### src/rtl/sysid_check_pkg.sv
// -----------------------------------------------------------------------------
// sysid_check_pkg
// Shared definitions for the system-ID check sequencer:
//   - state_e          : sequencer FSM states
//   - ADDR_ID/ADDR_TS  : word selects on the system-ID slave
//   - DEF_TIMEOUT_CYC  : default per-read waitrequest budget
//   - timer_width()    : counter width needed to reach a given cycle limit
// -----------------------------------------------------------------------------
package sysid_check_pkg;

  typedef enum logic [1:0] {
    ST_IDLE  = 2'd0,
    ST_RD_ID = 2'd1,
    ST_RD_TS = 2'd2,
    ST_FIN   = 2'd3
  } state_e;

  localparam logic ADDR_ID = 1'b0;
  localparam logic ADDR_TS = 1'b1;

  localparam int unsigned DEF_TIMEOUT_CYC = 32'd256;

  // Bits needed to count 0 .. n-1 (never less than one bit).
  function automatic int unsigned timer_width(input int unsigned n);
    int unsigned w;
    if (n <= 32'd2) begin
      w = 32'd1;
    end else begin
      w = $clog2(n);
    end
    return w;
  endfunction

endpackage

### src/rtl/sysid_check_if.sv
// -----------------------------------------------------------------------------
// sysid_check_if
// Avalon-MM read-only link between the check sequencer and the system-ID slave.
//   avm_address     : word select (0 = system ID, 1 = build timestamp)
//   avm_read        : read strobe
//   avm_readdata    : read data, valid in the cycle waitrequest is low
//   avm_waitrequest : slave stall
// Modports: master (sequencer side), slave (system-ID side).
// -----------------------------------------------------------------------------
interface sysid_check_if;

  logic        avm_address;
  logic        avm_read;
  logic [31:0] avm_readdata;
  logic        avm_waitrequest;

  modport master (
    output avm_address,
    output avm_read,
    input  avm_readdata,
    input  avm_waitrequest
  );

  modport slave (
    input  avm_address,
    input  avm_read,
    output avm_readdata,
    output avm_waitrequest
  );

endinterface

### src/rtl/sysid_check_timer.sv
// -----------------------------------------------------------------------------
// sysid_check_timer
// Small up-counter with clear, enable and terminal-count flag.
//   clk     : rising-edge clock
//   reset_n : synchronous active-low reset (count -> 0)
//   clr_i   : clear count to 0 (wins over en_i)
//   en_i    : advance count by one; count holds once terminal is reached
//   tc_o    : count has reached LIMIT-1
// Used as the per-read waitrequest timeout and, when enabled, as the
// periodic re-check trigger (clr_i tied to tc_o to make it wrap).
// -----------------------------------------------------------------------------
module sysid_check_timer
  import sysid_check_pkg::*;
#(
  parameter int unsigned LIMIT = DEF_TIMEOUT_CYC
) (
  input  logic clk,
  input  logic reset_n,
  input  logic clr_i,
  input  logic en_i,
  output logic tc_o
);

  localparam int unsigned    W    = timer_width(LIMIT);
  localparam logic [W-1:0]   LAST = W'(LIMIT - 32'd1);

  logic [W-1:0] count_q;
  logic [W-1:0] count_d;

  assign tc_o = (count_q == LAST);

  // Next count: clear, advance until terminal, or hold.
  always_comb begin
    count_d = count_q;
    if (clr_i) begin
      count_d = {W{1'b0}};
    end else if (en_i && !tc_o) begin
      count_d = count_q + W'(1);
    end else begin
      count_d = count_q;
    end
  end

  // Count register.
  always_ff @(posedge clk) begin
    if (!reset_n) begin
      count_q <= {W{1'b0}};
    end else begin
      count_q <= count_d;
    end
  end

endmodule

### src/rtl/sysid_check_ctrl.sv
// -----------------------------------------------------------------------------
// sysid_check_ctrl
// Avalon-MM master sequencer that reads the system-ID slave (word 0 = ID,
// word 1 = build timestamp), compares both words with EXP_ID / EXP_TS and
// reports the result. Each read is bounded by a waitrequest timeout.
//
// Ports:
//   clk, reset_n      : clock, synchronous active-low reset
//   start             : one-cycle check request (ignored unless idle)
//   busy              : check in progress (cycle after accept .. done)
//   done              : one-cycle pulse at end of check (pass, fail or abort)
//   id_ok, ts_ok      : last captured word matched its expected value
//   timeout_err       : last check aborted on waitrequest timeout
//   id_value,ts_value : last captured words
//   mismatch_sticky   : (periodic build only) any check ever failed
//   avm               : Avalon-MM master modport (sysid_check_if)
//
// Optional build macro SYSID_CHECK_PERIODIC_EN adds a free-running trigger
// that starts a check every PERIOD_CYC cycles, a pending flag for triggers
// that arrive while busy, and the mismatch_sticky output.
// -----------------------------------------------------------------------------
module sysid_check_ctrl
  import sysid_check_pkg::*;
#(
  parameter logic [31:0] EXP_ID      = 32'h0000_0000,
  parameter logic [31:0] EXP_TS      = 32'h0000_0000,
  parameter int unsigned TIMEOUT_CYC = DEF_TIMEOUT_CYC
`ifdef SYSID_CHECK_PERIODIC_EN
  ,
  parameter int unsigned PERIOD_CYC  = 32'd1_000_000
`endif
) (
  input  logic                 clk,
  input  logic                 reset_n,
  input  logic                 start,
  output logic                 busy,
  output logic                 done,
  output logic                 id_ok,
  output logic                 ts_ok,
  output logic                 timeout_err,
  output logic [31:0]          id_value,
  output logic [31:0]          ts_value,
`ifdef SYSID_CHECK_PERIODIC_EN
  output logic                 mismatch_sticky,
`endif
  sysid_check_if.master        avm
);

  state_e state_q, state_d;

  logic busy_q, busy_d;
  logic done_q, done_d;
  logic read_q, read_d;
  logic addr_q, addr_d;

  logic        id_ok_q, id_ok_d;
  logic        ts_ok_q, ts_ok_d;
  logic        timeout_err_q, timeout_err_d;
  logic [31:0] id_value_q, id_value_d;
  logic [31:0] ts_value_q, ts_value_d;

  logic        go_s;
  logic        in_rd_s;
  logic        wait_s;
  logic [31:0] rdata_s;
  logic        tmo_clr_s;
  logic        tmo_tc_s;

  assign wait_s  = avm.avm_waitrequest;
  assign rdata_s = avm.avm_readdata;
  assign in_rd_s = (state_q == ST_RD_ID) || (state_q == ST_RD_TS);

  // ---------------------------------------------------------------------------
  // Start qualification (periodic trigger and pending request when enabled)
  // ---------------------------------------------------------------------------
`ifdef SYSID_CHECK_PERIODIC_EN
  logic trig_s;
  logic pending_q, pending_d;
  logic sticky_q, sticky_d;

  sysid_check_timer #(
    .LIMIT (PERIOD_CYC)
  ) u_period (
    .clk     (clk),
    .reset_n (reset_n),
    .clr_i   (trig_s),
    .en_i    (1'b1),
    .tc_o    (trig_s)
  );

  assign go_s = (state_q == ST_IDLE) && (start || trig_s || pending_q);

  // Trigger that lands while a check runs is remembered; any accept clears it.
  always_comb begin
    pending_d = pending_q;
    if (state_q == ST_IDLE) begin
      pending_d = 1'b0;
    end else if (trig_s) begin
      pending_d = 1'b1;
    end else begin
      pending_d = pending_q;
    end
  end

  // Sticky failure flag, evaluated on the finished check's result.
  always_comb begin
    sticky_d = sticky_q;
    if (state_q == ST_FIN) begin
      sticky_d = sticky_q | ~id_ok_q | ~ts_ok_q | timeout_err_q;
    end else begin
      sticky_d = sticky_q;
    end
  end

  // Pending and sticky registers.
  always_ff @(posedge clk) begin
    if (!reset_n) begin
      pending_q <= 1'b0;
      sticky_q  <= 1'b0;
    end else begin
      pending_q <= pending_d;
      sticky_q  <= sticky_d;
    end
  end

  assign mismatch_sticky = sticky_q;
`else
  assign go_s = (state_q == ST_IDLE) && start;
`endif

  // ---------------------------------------------------------------------------
  // Per-read waitrequest timeout: cleared outside reads and on every state
  // change, so each read state starts from zero.
  // ---------------------------------------------------------------------------
  assign tmo_clr_s = !in_rd_s || (state_d != state_q);

  sysid_check_timer #(
    .LIMIT (TIMEOUT_CYC)
  ) u_timeout (
    .clk     (clk),
    .reset_n (reset_n),
    .clr_i   (tmo_clr_s),
    .en_i    (in_rd_s && wait_s),
    .tc_o    (tmo_tc_s)
  );

  // ---------------------------------------------------------------------------
  // FSM
  // ---------------------------------------------------------------------------
  // State register.
  always_ff @(posedge clk) begin
    if (!reset_n) begin
      state_q <= ST_IDLE;
    end else begin
      state_q <= state_d;
    end
  end

  // Next state. A read completing in the terminal timer cycle still completes.
  always_comb begin
    state_d = state_q;
    case (state_q)
      ST_IDLE: begin
        if (go_s) begin
          state_d = ST_RD_ID;
        end else begin
          state_d = ST_IDLE;
        end
      end
      ST_RD_ID: begin
        if (!wait_s) begin
          state_d = ST_RD_TS;
        end else if (tmo_tc_s) begin
          state_d = ST_FIN;
        end else begin
          state_d = ST_RD_ID;
        end
      end
      ST_RD_TS: begin
        if (!wait_s || tmo_tc_s) begin
          state_d = ST_FIN;
        end else begin
          state_d = ST_RD_TS;
        end
      end
      ST_FIN:  state_d = ST_IDLE;
      default: state_d = ST_IDLE;
    endcase
  end

  // Moore outputs decoded from the next state, so the registered copies
  // line up exactly with the state register.
  always_comb begin
    busy_d = 1'b0;
    done_d = 1'b0;
    read_d = 1'b0;
    addr_d = ADDR_ID;
    case (state_d)
      ST_IDLE: begin
        busy_d = 1'b0;
      end
      ST_RD_ID: begin
        busy_d = 1'b1;
        read_d = 1'b1;
        addr_d = ADDR_ID;
      end
      ST_RD_TS: begin
        busy_d = 1'b1;
        read_d = 1'b1;
        addr_d = ADDR_TS;
      end
      ST_FIN: begin
        busy_d = 1'b1;
        done_d = 1'b1;
      end
      default: begin
        busy_d = 1'b0;
      end
    endcase
  end

  // Output registers.
  always_ff @(posedge clk) begin
    if (!reset_n) begin
      busy_q <= 1'b0;
      done_q <= 1'b0;
      read_q <= 1'b0;
      addr_q <= ADDR_ID;
    end else begin
      busy_q <= busy_d;
      done_q <= done_d;
      read_q <= read_d;
      addr_q <= addr_d;
    end
  end

  // ---------------------------------------------------------------------------
  // Result datapath
  // ---------------------------------------------------------------------------
  // Capture on zero-latency completion; a timeout invalidates both results
  // but leaves any already captured word in place.
  always_comb begin
    id_ok_d       = id_ok_q;
    ts_ok_d       = ts_ok_q;
    timeout_err_d = timeout_err_q;
    id_value_d    = id_value_q;
    ts_value_d    = ts_value_q;
    case (state_q)
      ST_IDLE: begin
        if (go_s) begin
          timeout_err_d = 1'b0;
        end else begin
          timeout_err_d = timeout_err_q;
        end
      end
      ST_RD_ID: begin
        if (!wait_s) begin
          id_value_d = rdata_s;
          id_ok_d    = (rdata_s == EXP_ID);
        end else if (tmo_tc_s) begin
          timeout_err_d = 1'b1;
          id_ok_d       = 1'b0;
          ts_ok_d       = 1'b0;
        end else begin
          id_value_d = id_value_q;
        end
      end
      ST_RD_TS: begin
        if (!wait_s) begin
          ts_value_d = rdata_s;
          ts_ok_d    = (rdata_s == EXP_TS);
        end else if (tmo_tc_s) begin
          timeout_err_d = 1'b1;
          id_ok_d       = 1'b0;
          ts_ok_d       = 1'b0;
        end else begin
          ts_value_d = ts_value_q;
        end
      end
      ST_FIN: begin
        id_value_d = id_value_q;
      end
      default: begin
        id_value_d = id_value_q;
      end
    endcase
  end

  // Result registers.
  always_ff @(posedge clk) begin
    if (!reset_n) begin
      id_ok_q       <= 1'b0;
      ts_ok_q       <= 1'b0;
      timeout_err_q <= 1'b0;
      id_value_q    <= 32'h0000_0000;
      ts_value_q    <= 32'h0000_0000;
    end else begin
      id_ok_q       <= id_ok_d;
      ts_ok_q       <= ts_ok_d;
      timeout_err_q <= timeout_err_d;
      id_value_q    <= id_value_d;
      ts_value_q    <= ts_value_d;
    end
  end

  assign busy            = busy_q;
  assign done            = done_q;
  assign id_ok           = id_ok_q;
  assign ts_ok           = ts_ok_q;
  assign timeout_err     = timeout_err_q;
  assign id_value        = id_value_q;
  assign ts_value        = ts_value_q;
  assign avm.avm_read    = read_q;
  assign avm.avm_address = addr_q;

endmodule

### src/flat_wrapper.sv
// flat-port wrapper written by rule: the top's interface ports become plain ports
module sysid_check_ctrl_flat import sysid_check_pkg::*;
#(
  parameter logic [31:0] EXP_ID      = 32'h0000_0000,
  parameter logic [31:0] EXP_TS      = 32'h0000_0000,
  parameter int unsigned TIMEOUT_CYC = DEF_TIMEOUT_CYC

)
  (clk, reset_n, start, busy, done, id_ok, ts_ok, timeout_err, id_value, ts_value, avm_avm_address, avm_avm_read, avm_avm_readdata, avm_avm_waitrequest);
  sysid_check_if avm_i ();
  input  logic clk;
  input  logic reset_n;
  input  logic start;
  output logic busy;
  output logic done;
  output logic id_ok;
  output logic ts_ok;
  output logic timeout_err;
  output logic [31:0] id_value;
  output logic [31:0] ts_value;
  output wire logic [$bits(avm_i.avm_address)-1:0] avm_avm_address;
  output wire logic [$bits(avm_i.avm_read)-1:0] avm_avm_read;
  input wire logic [$bits(avm_i.avm_readdata)-1:0] avm_avm_readdata;
  input wire logic [$bits(avm_i.avm_waitrequest)-1:0] avm_avm_waitrequest;
  assign avm_avm_address = avm_i.avm_address;
  assign avm_avm_read = avm_i.avm_read;
  assign avm_i.avm_readdata = avm_avm_readdata;
  assign avm_i.avm_waitrequest = avm_avm_waitrequest;
  sysid_check_ctrl #(.EXP_ID(EXP_ID), .EXP_TS(EXP_TS), .TIMEOUT_CYC(TIMEOUT_CYC)) u_core (.clk(clk), .reset_n(reset_n), .start(start), .busy(busy), .done(done), .id_ok(id_ok), .ts_ok(ts_ok), .timeout_err(timeout_err), .id_value(id_value), .ts_value(ts_value), .avm(avm_i));
endmodule
### config.mk
export PLATFORM = sky130hd
export DESIGN_NAME = sysid_check_ctrl_flat
export DESIGN_NICKNAME = d
export VERILOG_FILES = /design/src/rtl/sysid_check_pkg.sv /design/src/rtl/sysid_check_if.sv /design/src/rtl/sysid_check_timer.sv /design/src/rtl/sysid_check_ctrl.sv /design/src/flat_wrapper.sv
export SDC_FILE = /design/constraint.sdc
export NUM_CORES = 1
export LEC_CHECK = 0
export ABC_AREA = 1
export CAP_MARGIN = 30
export CORE_UTILIZATION = 45
export DETAILED_ROUTE_END_ITERATION = 8
export PLACE_DENSITY_LB_ADDON = 0.1
export SETUP_SLACK_MARGIN = 0.5
export SYNTH_ARGS = -nofsm -noshare
export SYNTH_HDL_FRONTEND = slang
export SYNTH_SLANG_ARGS = --single-unit
### constraint.sdc
create_clock -name clk -period 1.65 [get_ports clk]
set_input_delay 0.4125 -clock clk [delete_from_list [all_inputs] [get_ports clk]]
set_output_delay 0.4125 -clock clk [all_outputs]
set_load 0.02 [all_outputs]
==> results.md <==
- Result of the run: finished with violations
- Failing checks: negative setup slack
- Via density per instance: 6.56
- H-tree levels: 3
- Share of the clock period used by the worst path: 1.13
- Placer congestion estimate: just under 0.8
- Biggest fanout along the worst timing path: 2
- Wire per inst: 29.5 um
- Area of the mapped netlist: about 0.0032 sq mm
- Number of DRC markers after the initial detailed-route iteration: approximately 750
- Max-capacitance violation count: 0
- Worst vdd rail ir drop: between 0.9 and 1 mV
- Layout overhead on the synthesized area: 108%
- Nature of the critical path endpoint: register
- Buffer type at the clock tree root: sky130_fd_sc_hd__clkbuf_8
- Max-slew violation total from the final report: 0
- Most frequent standard cell in the layout excluding fill and tap cells: sky130_fd_sc_hd__buf_6
- Leak: 2.88 nW
- Footprint of the flip-flops and latches: about 0.0017 sq mm
- Commonest non-fill, non-tap cells in the layout: sky130_fd_sc_hd__buf_6, sky130_fd_sc_hd__buf_4, sky130_fd_sc_hd__dfxtp_2
- HPWL after DPL: 6030 um
- Routed wire length: 21,100 um
- Final core occ: 0.971
- Final worst path period need: 1.86 ns
- Nets@finish: 657
- Number of instances in the placed design: 619
- Multi-input gate area in the final layout: roughly 0.0019 sq mm
- Skew final: 0.0191 ns
- Smallest setup slack after layout: -0.212 ns
- Total design power: 5.26 mW
- Startpoint of the lowest-slack register-to-register path: u_core.state_q[0]$_SDFF_PN0_
- Clock transition time at the flip-flop clock pins of the worst setup and hold paths: 0.09 ns
- Initial Utilization: 0.466
- Number of routed nets with antenna violations: 0
- Class of the most critical hold timing path: input port to register
- DIE AREA: ~0.0074 sq mm
- Layout Cells excl Fill: ~720
- Worst setup path category: input port to register
- Count of synthesis-stage warnings from yosys: 0
- Count of clock tree sinks: slightly above 80
- Number of library cell types mapped by synthesis: 24
- Hold_ws: 0.520 ns
- Horizontal extent of the die: 85.9 um
- Summed negative setup slack over all endpoints: -1.08 ns
- Arrival time at the worst endpoint: 2.14 ns
- Worst setup slack for register-to-register paths: -0.17 ns
- Overall via count from detail_route: approximately 4,700
- Synth Area per Inst: 7.88 sq um
- Maximum buffer depth of the clock tree: 2
- Number of top-level pins: approximately 110
- Setup Viol. Count Final: 17
- Ratio of cells with drive above 1 in the final layout: 0.667
- Register area share after synthesis: 0.512
- Synthesized flop and latch total: approximately 80
- Initial antenna violation count: 1
- Chip Height: 85.9 um
- Buffers on Ports: 106
- Worst hold path endpoint: u_core.id_value[11]$_SDFFE_PN0P_
- Worst min-delay path startpoint: avm_avm_readdata[11]
- Pin count of the biggest net entering global routing: 70
- Post-Syn Nets: 446
- Worst max-slew margin expressed relative to the limit: 0.707
- Total of fill cells in the finished design: 102
- Cells after synthesis: 402
- Number of placement rows: 30
- Required time of the critical path: approximately 1.9 ns
- First-pass DRT Iterations: 7
- Global-route usage over all layers: 0.281
- Total count of hold-check failures in the final report: 0
- Actual transition at the worst max-transition pin: roughly 0.44 ns
- Register-to-Register Path Depth: 9
- Launching element type of the critical path: input port
- Hold Path Stages: 3
- Cell Pwr Density: 798 mW/mm^2
- RSZ-0062 raised after global routing: true
- Clock latency of the later-clocked register in the worst-skew pair: between 0.3 and 0.4 ns
- R2R Path End: u_core.u_timeout.count_q[2]$_SDFFE_PP0P_
- Global route total overflow: 0
- CTS hold repair buffers: 0
- Post-detailed-route DRC marker count: 0
- Clock tree from TritonCTS: built
- Clock buffer count from CTS: 9
- Core Area: between 0.006 and 0.007 sq mm
- Via count of the first global-routing pass: 3,256
- Global-route wire length before repair: 16,000 um
- Top achievable clock speed: 0.537 GHz
==> cell usage after synthesis <==
master                     instances  area, sq um
sky130_fd_sc_hd__buf_2             7         35.0
sky130_fd_sc_hd__nor2_4            1         11.3
sky130_fd_sc_hd__nand4_1           2         12.5
sky130_fd_sc_hd__nor2_2            1         6.26
sky130_fd_sc_hd__nand2_4           1         11.3
sky130_fd_sc_hd__dfxtp_1          81         1620
sky130_fd_sc_hd__inv_1            36          135
sky130_fd_sc_hd__a21oi_1          35          175
sky130_fd_sc_hd__ha_1              8          100
sky130_fd_sc_hd__nand2_1          25         93.8
sky130_fd_sc_hd__nand3_4           1         17.5
sky130_fd_sc_hd__xnor2_1           2         17.5
sky130_fd_sc_hd__o21ai_0          65          325
sky130_fd_sc_hd__clkbuf_1         11         41.3
sky130_fd_sc_hd__o211ai_1          4         30.0
sky130_fd_sc_hd__nor3_1            6         30.0
sky130_fd_sc_hd__nand2_2           8         50.1
sky130_fd_sc_hd__xor2_1            5         43.8
sky130_fd_sc_hd__nor2_1           90          338
sky130_fd_sc_hd__nand3b_1          1         7.51
sky130_fd_sc_hd__nand3_1           8         40.0
sky130_fd_sc_hd__buf_4             1         7.51
sky130_fd_sc_hd__inv_2             2         7.51
sky130_fd_sc_hd__mux2i_1           1         10.0
==> flip-flops by register name (all words and copies together), names as in the netlist <==
name,count
u_core.ts_value,32
u_core.id_value,32
u_core.u_timeout.count_q,8
u_core.avm.avm_read,1
u_core.busy,1
u_core.id_ok,1
u_core.ts_ok,1
u_core.state_q,2
u_core.avm.avm_address,1
u_core.done,1
u_core.timeout_err,1
==> critical path, stage by stage <==
cell                              delay [ns]
sky130_fd_sc_hd__clkdlybuf4s50_1        0.50
sky130_fd_sc_hd__inv_1                  0.16
sky130_fd_sc_hd__nand4_1                0.13
sky130_fd_sc_hd__nor2_1                 0.18
sky130_fd_sc_hd__nand3_1                0.19
sky130_fd_sc_hd__nor2_4                 0.19
sky130_fd_sc_hd__nand3_1                0.17
sky130_fd_sc_hd__a21oi_2                0.20
==> cell type report <==
cell class	count	area share
Timing Repair Buffer	219	0.366
Multi-Input combinational cell	264	0.294
Sequential cell	81	0.262
Inverter	38	0.0277
Clock buffer	10	0.0209
Tap cell	96	0.0182
Clock inverter	6	0.0102
Antenna cell	1	0.000379
==> stage by stage <==
| step | setup WS (ns) | cell area (sq um) |
|---|---|---|
| after floorplan | 0.287 | 3280 |
| after global placement | -0.199 | 4700 |
| after detailed placement | -0.237 | 4700 |
| after CTS | 0.190 | 5520 |
| after global routing | -0.296 | 6600 |
| final | -0.212 | 6600 |
==> worst max path at each step <==
stage / from / endpoint / cells past startpoint
floorplan: u_core.u_timeout.count_q[1]$_SDFFE_PP0P_ / u_core.avm.avm_read$_SDFF_PN0_ / 11
global placement: avm_avm_waitrequest / u_core.id_ok$_SDFFE_PN0P_ / 7
detailed placement: avm_avm_waitrequest / u_core.id_ok$_SDFFE_PN0P_ / 7
CTS: u_core.u_timeout.count_q[1]$_SDFFE_PP0P_ / u_core.avm.avm_read$_SDFF_PN0_ / 11
global route: u_core.state_q[0]$_SDFF_PN0_ / u_core.ts_value[21]$_SDFFE_PN0P_ / 9
finish: avm_avm_readdata[2] / u_core.id_ok$_SDFFE_PN0P_ / 8
==> timing repair <==
action / CTS / global route
endpoints found under the setup margin: 151 / 152
gates resized for setup: 548 / 199
buffers inserted: 17 / 50
cloned: 6 / 6
pin swaps: 14 / 29
==> power breakdown <==
part           total (mW)  internal (mW)  switching (mW)
registers            2.17           2.06           0.105
clock network        1.61          0.745           0.865
logic                1.48          0.691           0.789
==> per-layer routing <==
layer,vias to the layer above,routed length (um),track usage
met4,0,2370,0.106
met3,237,2770,0.0606
met1,2115,6650,0.356
li1,1728,-,-
met2,610,9330,0.471
met5,-,0,0
==> cells by family (layout without fill, tap and decap cells) <==
logic type      after synthesis  count (layout)  synth area share
compound gates              104             104             0.167
xor+xnor                      7               7            0.0194
fa+ha+maj                     8               8            0.0316
buf+inv                      57             273            0.0715
flops                        81              81             0.512
mux                           1               1           0.00316
other cells                   0               1                 0
simple gates                144             144             0.195
Power figures use the tool's default switching activity.
